--- config.mk ---
export PLATFORM = sky130hd
export DESIGN_NAME = dual_slope_ctrl
export DESIGN_NICKNAME = d
export VERILOG_FILES = /design/src/rtl/dual_slope_pkg.sv /design/src/rtl/dual_slope_sync_ff.sv /design/src/rtl/dual_slope_ctrl.sv
export SDC_FILE = /design/constraint.sdc
export NUM_CORES = 1
export LEC_CHECK = 0
export ABC_AREA = 1
export BUFFER_PORTS_ARGS = -buffer_cell sky130_fd_sc_hd__clkbuf_2
export CORE_AREA = 2 2 44 50
export DETAILED_ROUTE_END_ITERATION = 6
export DIE_AREA = 0 0 46 52
export GPL_TIMING_DRIVEN = 0
export PLACE_DENSITY = 0.73
export SYNTH_ARGS = -nofsm -noshare
export SYNTH_HDL_FRONTEND = slang
export SYNTH_SLANG_ARGS = --single-unit
--- constraint.sdc ---
create_clock -name clk -period 1.7 [get_ports clk]
set_input_delay 0.51 -clock clk [delete_from_list [all_inputs] [get_ports clk]]
set_output_delay 0.51 -clock clk [all_outputs]
set_load 0.05 [all_outputs]
--- src/rtl/dual_slope_pkg.sv ---
// Shared types and constants for the dual-slope ADC sequencer.
package dual_slope_pkg;

    typedef enum logic [2:0] {
        IDLE  = 3'd0,
        AZ    = 3'd1,
        INTEG = 3'd2,
        DEINT = 3'd3,
        LATCH = 3'd4,
        DONE  = 3'd5
    } state_t;

    localparam int FULL_SCALE = 1000;

    // Switch bundle ordering: {sw_az, sw_vin, sw_vref}; at most one bit set per state.
    function automatic logic [2:0] switch_decode(input state_t st);
        logic [2:0] sw;
        case (st)
            IDLE:    sw = 3'b100;
            AZ:      sw = 3'b100;
            INTEG:   sw = 3'b010;
            DEINT:   sw = 3'b001;
            LATCH:   sw = 3'b000;
            DONE:    sw = 3'b000;
            default: sw = 3'b100;
        endcase
        return sw;
    endfunction

endpackage

--- src/rtl/dual_slope_sync_ff.sv ---
// Reset-to-zero multi-stage synchronizer for the asynchronous comparator input.
module sync_ff #(
    parameter int STAGES = 2
) (
    input  logic clk,
    input  logic rst_s,
    input  logic d,
    output logic q
);

    logic [STAGES-1:0] pipe_r;

    // Shift the asynchronous input through the synchronizer chain.
    always_ff @(posedge clk or posedge rst_s) begin
        if (rst_s) begin
            pipe_r <= {STAGES{1'b0}};
        end else begin
            pipe_r <= {pipe_r[STAGES-2:0], d};
        end
    end

    assign q = pipe_r[STAGES-1];

endmodule

--- src/rtl/dual_slope_ctrl.sv ---
// Dual-slope ADC sequencer: auto-zero, fixed integrate, de-integrate until the comparator
// trips, then load the display. All outputs come straight from flops.
module dual_slope_ctrl
    import dual_slope_pkg::*;
#(
    parameter int AZ_CYCLES   = 100,
    parameter int SYNC_STAGES = 2
) (
    input  logic clk,
    input  logic rst_s,
    input  logic start,
    input  logic comp_in,
    input  logic cnt_max,
    output logic cnt_enb,
    output logic cnt_rst,
    output logic cnt_ld,
    output logic sw_az,
    output logic sw_vin,
    output logic sw_vref,
    output logic busy,
    output logic done,
    output logic ovr
);

    localparam int TW = (AZ_CYCLES > 1) ? $clog2(AZ_CYCLES) : 1;
    localparam logic [TW-1:0] AZ_LAST = TW'(AZ_CYCLES - 1);
    localparam logic [TW-1:0] AZ_PRE  = TW'(AZ_CYCLES - 2);

    state_t        state_r;
    state_t        state_nx_s;
    logic [TW-1:0] timer_r;
    logic [TW-1:0] timer_nx_s;
    logic          start_q_r;
    logic          start_edge_s;
    logic          comp_sync_s;

    logic          cnt_enb_r;
    logic          cnt_rst_r;
    logic          cnt_ld_r;
    logic          sw_az_r;
    logic          sw_vin_r;
    logic          sw_vref_r;
    logic          busy_r;
    logic          done_r;
    logic          ovr_r;

    logic          cnt_rst_nx_s;
    logic          ovr_nx_s;
    logic [2:0]    sw_nx_s;

    sync_ff #(
        .STAGES (SYNC_STAGES)
    ) u_comp_sync (
        .clk   (clk),
        .rst_s (rst_s),
        .d     (comp_in),
        .q     (comp_sync_s)
    );

    assign start_edge_s = start & ~start_q_r;

    // Next-state, AZ timer and pulse decisions.
    always_comb begin
        state_nx_s   = state_r;
        timer_nx_s   = timer_r;
        cnt_rst_nx_s = 1'b0;
        ovr_nx_s     = ovr_r;
        case (state_r)
            IDLE: begin
                timer_nx_s = {TW{1'b0}};
                if (start_edge_s) begin
                    state_nx_s   = AZ;
                    cnt_rst_nx_s = 1'b1;
                    ovr_nx_s     = 1'b0;
                end else begin
                    state_nx_s = IDLE;
                end
            end
            AZ: begin
                if (timer_r == AZ_LAST) begin
                    state_nx_s = INTEG;
                    timer_nx_s = {TW{1'b0}};
                end else begin
                    timer_nx_s = timer_r + {{(TW-1){1'b0}}, 1'b1};
                    // Second clear lands in the final AZ cycle so INTEG starts from 000.
                    if (timer_r == AZ_PRE) begin
                        cnt_rst_nx_s = 1'b1;
                    end else begin
                        cnt_rst_nx_s = 1'b0;
                    end
                end
            end
            INTEG: begin
                if (cnt_max) begin
                    state_nx_s = DEINT;
                end else begin
                    state_nx_s = INTEG;
                end
            end
            DEINT: begin
                // Overrange takes priority over a simultaneous comparator trip.
                if (cnt_max) begin
                    state_nx_s = IDLE;
                    ovr_nx_s   = 1'b1;
                end else if (!comp_sync_s) begin
                    state_nx_s = LATCH;
                end else begin
                    state_nx_s = DEINT;
                end
            end
            LATCH: begin
                state_nx_s = DONE;
            end
            DONE: begin
                state_nx_s = IDLE;
            end
            default: begin
                state_nx_s = IDLE;
                timer_nx_s = {TW{1'b0}};
            end
        endcase
        sw_nx_s = switch_decode(state_nx_s);
    end

    // State, timer and start-history registers.
    always_ff @(posedge clk or posedge rst_s) begin
        if (rst_s) begin
            state_r   <= IDLE;
            timer_r   <= {TW{1'b0}};
            start_q_r <= 1'b0;
        end else begin
            state_r   <= state_nx_s;
            timer_r   <= timer_nx_s;
            start_q_r <= start;
        end
    end

    // Output flops, decoded from the upcoming state so they align with it.
    always_ff @(posedge clk or posedge rst_s) begin
        if (rst_s) begin
            cnt_enb_r <= 1'b0;
            cnt_rst_r <= 1'b0;
            cnt_ld_r  <= 1'b0;
            sw_az_r   <= 1'b1;
            sw_vin_r  <= 1'b0;
            sw_vref_r <= 1'b0;
            busy_r    <= 1'b0;
            done_r    <= 1'b0;
            ovr_r     <= 1'b0;
        end else begin
            cnt_enb_r <= (state_nx_s == INTEG) || (state_nx_s == DEINT);
            cnt_rst_r <= cnt_rst_nx_s;
            cnt_ld_r  <= (state_nx_s == LATCH);
            sw_az_r   <= sw_nx_s[2];
            sw_vin_r  <= sw_nx_s[1];
            sw_vref_r <= sw_nx_s[0];
            busy_r    <= (state_nx_s != IDLE);
            done_r    <= (state_nx_s == DONE);
            ovr_r     <= ovr_nx_s;
        end
    end

    assign cnt_enb = cnt_enb_r;
    assign cnt_rst = cnt_rst_r;
    assign cnt_ld  = cnt_ld_r;
    assign sw_az   = sw_az_r;
    assign sw_vin  = sw_vin_r;
    assign sw_vref = sw_vref_r;
    assign busy    = busy_r;
    assign done    = done_r;
    assign ovr     = ovr_r;

endmodule

After elaboration in Yosys (flattened, before gate mapping)
Index checks and enable logic that the tools add are counted.

Register bits: 22. Word-level logic and storage cells: 52. Output and inout bits: 9.

Mux-type cells: 16. Bitwise logic cells: 2. Reduce and logical (&&, ||, !) cells: 7. Add/sub/neg operators: 1. Equal/unequal tests: 13.

Operators by type and width (count): $pmux 3 s5 (1); $eq 7x7->1 const B (2); $pmux 7 s2 (1); $eq 3x2->1 const B (4); $eq 3x3->1 const B (4); $mux 3 (3); $pmux 3 s3 (1); $add 7x1->7 const B (1); $mux 1 (7); $mux 7 (1); $ne 2x2->1 const B (2); $pmux 1 s2 (2); $reduce_or 4->1 (1); $eq 3x1->1 const B (1); $logic_not 3->1 (1); $reduce_and 3->1 (1); $reduce_bool 3->1 (1); $reduce_bool 2->1 (1); $reduce_or 2->1 (1); $and 1x1->1 (1); $logic_or 1x1->1 (1); $not 1->1 (1).

Depth between registers and ports, before layout
Word-level depth: 7. Depth in mapped cells: 8. Mapped depth without buffers: 8.

Modules after synthesis
A second synthesis with hierarchy kept.

Cells, all modules: 124. Area total of the unflattened synthesis: 1048.5 sq um.

Modules (own cells, without submodules): dual_slope_ctrl (cells an instance 121, instances 1, sequential area each 501.7 sq um, area an instance 994.7 sq um); sync_ff (cells an instance 3, instances 1, sequential area each 50.0 sq um, area an instance 53.8 sq um).

Worst setup path before layout
Ideal clock, no wire load.

Kind: register to register. Start point: register timer_r[1]. End point: register sw_vref_r (netlist: sw_vref). Library setup time: 0.077 ns. Path buffers: 0. Setup slack: 0.227 ns. Data required time: 1.623 ns. Cell stages (with the launch flop): 8. Period minus slack after synthesis: 1.473 ns. Arrival: 1.396 ns. Path through: dfrtp_1 ha_1 nand3_1 nor2_2 a21oi_1 inv_1 ha_1 a21oi_1.

Cells in the longest elaborated chain, start to end: 6.

Ends and longest elaborated chain: start: declaration (line dual_slope_ctrl.sv:31) `logic [TW-1:0] timer_r;`; start signal: assignment (line dual_slope_ctrl.sv:129) `timer_r <= {TW{1'b0}};`; start signal: assignment (line dual_slope_ctrl.sv:133) `timer_r <= timer_nx_s;`; $eq 7x7->1 * (line dual_slope_ctrl.sv:80) `if (timer_r == AZ_LAST) begin`; $mux 3 * (line dual_slope_ctrl.sv:80); $pmux 3 s5 * (line dual_slope_ctrl.sv:68) `case (state_r)`; named net state_nx_s[1] (line dual_slope_ctrl.sv:30) `state_t state_nx_s;`; $eq 3x3->1 (line dual_slope_pkg.sv:18) `case (st)`; $reduce_or 2->1 (no source line); $pmux 3 s3 * (line dual_slope_pkg.sv:18); named net sw_nx_s[0] (line dual_slope_ctrl.sv:49) `logic [2:0] sw_nx_s;`; end signal: assignment (line dual_slope_ctrl.sv:156) `sw_vref_r <= sw_nx_s[0];`; end: declaration (line dual_slope_ctrl.sv:42) `logic sw_vref_r;`.

Mark *: on every way through the listed nets, which the timed path passes. The rest lies on a longest branch. A chain may end at the register's enable or synchronous reset.

Worst setup path in the final report
Start point: register sw_az_r (netlist: sw_az). End point: output sw_az.

RTL lines: start: declaration (line dual_slope_ctrl.sv:40) `logic sw_az_r;`; start signal: assignment (line dual_slope_ctrl.sv:154) `sw_az_r <= sw_nx_s[2];`; end: declaration (line dual_slope_ctrl.sv:17) `output logic sw_az,`.

No word-level cell between the ends.

==> summary.txt <==
Status
  – Outcome: finished, final reports clean

Cells and area
  – Biggest register: timer_r
  – Area grow syn2layout: 15.90%
  – Leading registers by flop count: timer_r (7), state_r (3), u_comp_sync.pipe_r (2)
  – Max reg flops: 7
  – Fin nets: 133
  – # diodes: 0
  – Post-Layout Cell Count: 142
  – Most frequent cells in the layout: 21 x dfrtp_1, 17 x inv_1, 16 x nor2_1
  – Fraction of final layout cells with drive strength greater than 1: 25.20%
  – Fin area: 0.001131 sq mm
  – Most common cell after layout, fill and taps aside: dfrtp_1

Worst setup path
  – Worst path bufs/invs: 1
  – Worst Path Arrival: 1110 ps
  – Critical path depth: 1
  – Cell family with most CP delay: flip-flops
  – CP startpoint kind: register
  – CP Max Fanout: 1
  – Crit end category: primary output
  – CP Class: reg2out
  – CP max-delay cell: dfstp_2
  – Crit path cell chain: clkbuf_2
  – Reg2Reg Depth: 8
  – Max incr delay on CP: 540 ps
  – Worst EP required: 1190 ps

Yosys
  – Mapped Area: 975.9 sq um
  – Number of distinct library cells after synthesis: 19
  – Avg Cell Area, Syn: 9.295 sq um
  – Yosys warnings: 0
  – Mapped Cells: 105
  – Post-Syn Nets: 114
  – Synth Register Bits: 22
  – Register area share after synthesis: 56.54%

Route
  – Detail Route Antenna Nets: 0
  – Routed vias: 714
  – Via density: 5.028
  – Per-cell routed wire length: 11.25 microns
  – 1st-iter DRT viols: 11
  – Wirelength, routed: 1597 microns
  – DRC Markers: 0
  – Pre-Repair DR Iteration Count: 4

CTS
  – Clock sink count: 22
  – Root buf cell: clkbuf_4
  – H-tree Lvls: 1
  – CTS Buffer Depth: 2
  – CTS buffer count: 3
  – Hold buffers post-CTS: 0
  – CTS tree: built
  – Reg clk slew, reported paths: 120 ps
  – Worst-Skew Late Latency: 300 ps

STA
  – Tcrit/Tclk final: 95.18%
  – Clock Skew: 6.111 ps
  – RSZ-0062 raised after global routing: no
  – Setup_tns: 0 ps
  – Maximum clock rate: 618.0 MHz
  – Final Max Tran Viols: 0
  – Final hold violations: 0
  – Final setup fails: 0
  – Worst slew pin tran: 779.9 ps
  – Slew HR: 47.95%
  – Minimum clock period: 1618 ps

Floorplanning
  – Starting Density: 50.98%
  – Die H: 52 microns
  – Full die area: 0.002392 sq mm
  – Die W: 46 microns
  – Row cnt: 17
  – Io pins: 14
  – Core area: 0.001914 sq mm

GRT
  – Number of antenna violations at the first check in global routing: 0
  – Largest net degree at the start of global routing: 23
  – GRT overflow: 0
  – Vias in the first global route: 632
  – First-pass GRT wire length: 2670 microns
  – GRT Resource Usage Total: 15.63%

Placement
  – Placed Area: 0.001065 sq mm
  – Placed insts: 137
  – Port bufs: 13
  – Hpwl dp: 1213 microns
  – Routability Congestion: 0.8635

Worst hold path
  – Worst hold stages: 1
  – Worst hold path class: in2reg

Power and ir drop
  – PD cells: 1272 mW/mm^2
  – Peak VDD IR: 0.0007066 V
  – P_leak: 0.5964 nW

Flow run
  – Max_cap viols: 0
[what timing repair did]
| item | 4_1_cts | 5_1_grt |
|---|---|---|
| endpoints found under the setup margin | 0 | 1 |
| gates resized for setup | 0 | 2 |
| setup buffers | 0 | 1 |
[Yosys cell counts, drive strengths merged]
| library cell | instances | area (sq um) |
|---|---|---|
| dfrtp | 21 | 525.5 |
| nor2 | 20 | 85.08 |
| dfstp | 1 | 26.28 |
| a21boi | 1 | 7.510 |
| xnor2 | 1 | 8.760 |
| nand3 | 8 | 50.05 |
| a21oi | 4 | 20.02 |
| o31ai | 1 | 7.510 |
| nand4 | 4 | 25.02 |
| inv | 20 | 75.07 |
| ha | 4 | 50.05 |
| o21ai | 5 | 25.02 |
| nand2 | 11 | 41.29 |
| xor2 | 1 | 8.760 |
| nor3 | 3 | 20.02 |
[metrics by stage]
step	power (mW)	hold slack, ps	utilization, %	setup slack (ps)
floorplan	0.9536	331.2	-	226.6
global placement	1.020	334.9	55.62	21.47
detailed placement	1.034	334.7	55.62	4.031
CTS	1.423	295.7	58.37	36.24
global route	1.542	274.5	59.09	5.254
finish	1.438	300.1	59.09	81.93
[logic make-up (layout without fill, tap and decap cells)]
| group | Yosys count | count (layout) | synth area share, % |
|---|---|---|---|
| AOI/OAI and AO/OA | 11 | 11 | 6.154 |
| xor gates and xnor gates | 2 | 2 | 1.795 |
| adders and majority gates | 4 | 4 | 5.128 |
| buffers and inverters | 20 | 38 | 7.692 |
| DFF | 22 | 22 | 56.54 |
| and+or+nand+nor | 46 | 46 | 22.69 |
[area by class of cell]
type | count | area, sq um
inverters | 20 | 75.07
flip-flops and latches | 22 | 551.8
clock inverters | 1 | 30.03
clock buffers | 3 | 22.52
well taps | 19 | 23.77
multi-input cells | 63 | 355.3
repair buffers | 14 | 72.57
fillers | 163 | 783.3
[where the power goes]
part           total (mW)  switching [mW]  internal (mW)
logic               0.375           0.240          0.136
registers           0.670          0.0642          0.606
clock network       0.393           0.155          0.238
total                1.44           0.458          0.980
[per-layer routing]
metal | vias to the layer above | wire length, microns | GRT usage [%]
li1 | 366 | - | -
met1 | 328 | 741 | 20.27
met2 | 18 | 774 | 23.84
met3 | 2 | 65 | 4.167
met4 | 0 | 15 | 7.143
met5 | - | 0 | 0
[worst paths after layout]
| check | startpoint | end | slack, ps |
|---|---|---|---|
| max reg2reg | state_r[1]$_DFF_PP0_ | timer_r[6]$_DFFE_PP0N_ | 130 |
| min reg2reg | u_comp_sync.pipe_r[0]$_DFF_PP0_ | u_comp_sync.pipe_r[1]$_DFF_PP0_ | 360 |
| max in group asynchronous | rst_s | timer_r[0]$_DFFE_PP0N_ | 900 |
| min in group asynchronous | rst_s | timer_r[5]$_DFFE_PP0N_ | 310 |
| min | comp_in | u_comp_sync.pipe_r[0]$_DFF_PP0_ | 300 |
| max | sw_az$_DFF_PP1_ | sw_az | 80 |
Power figures use the tool's default switching activity.
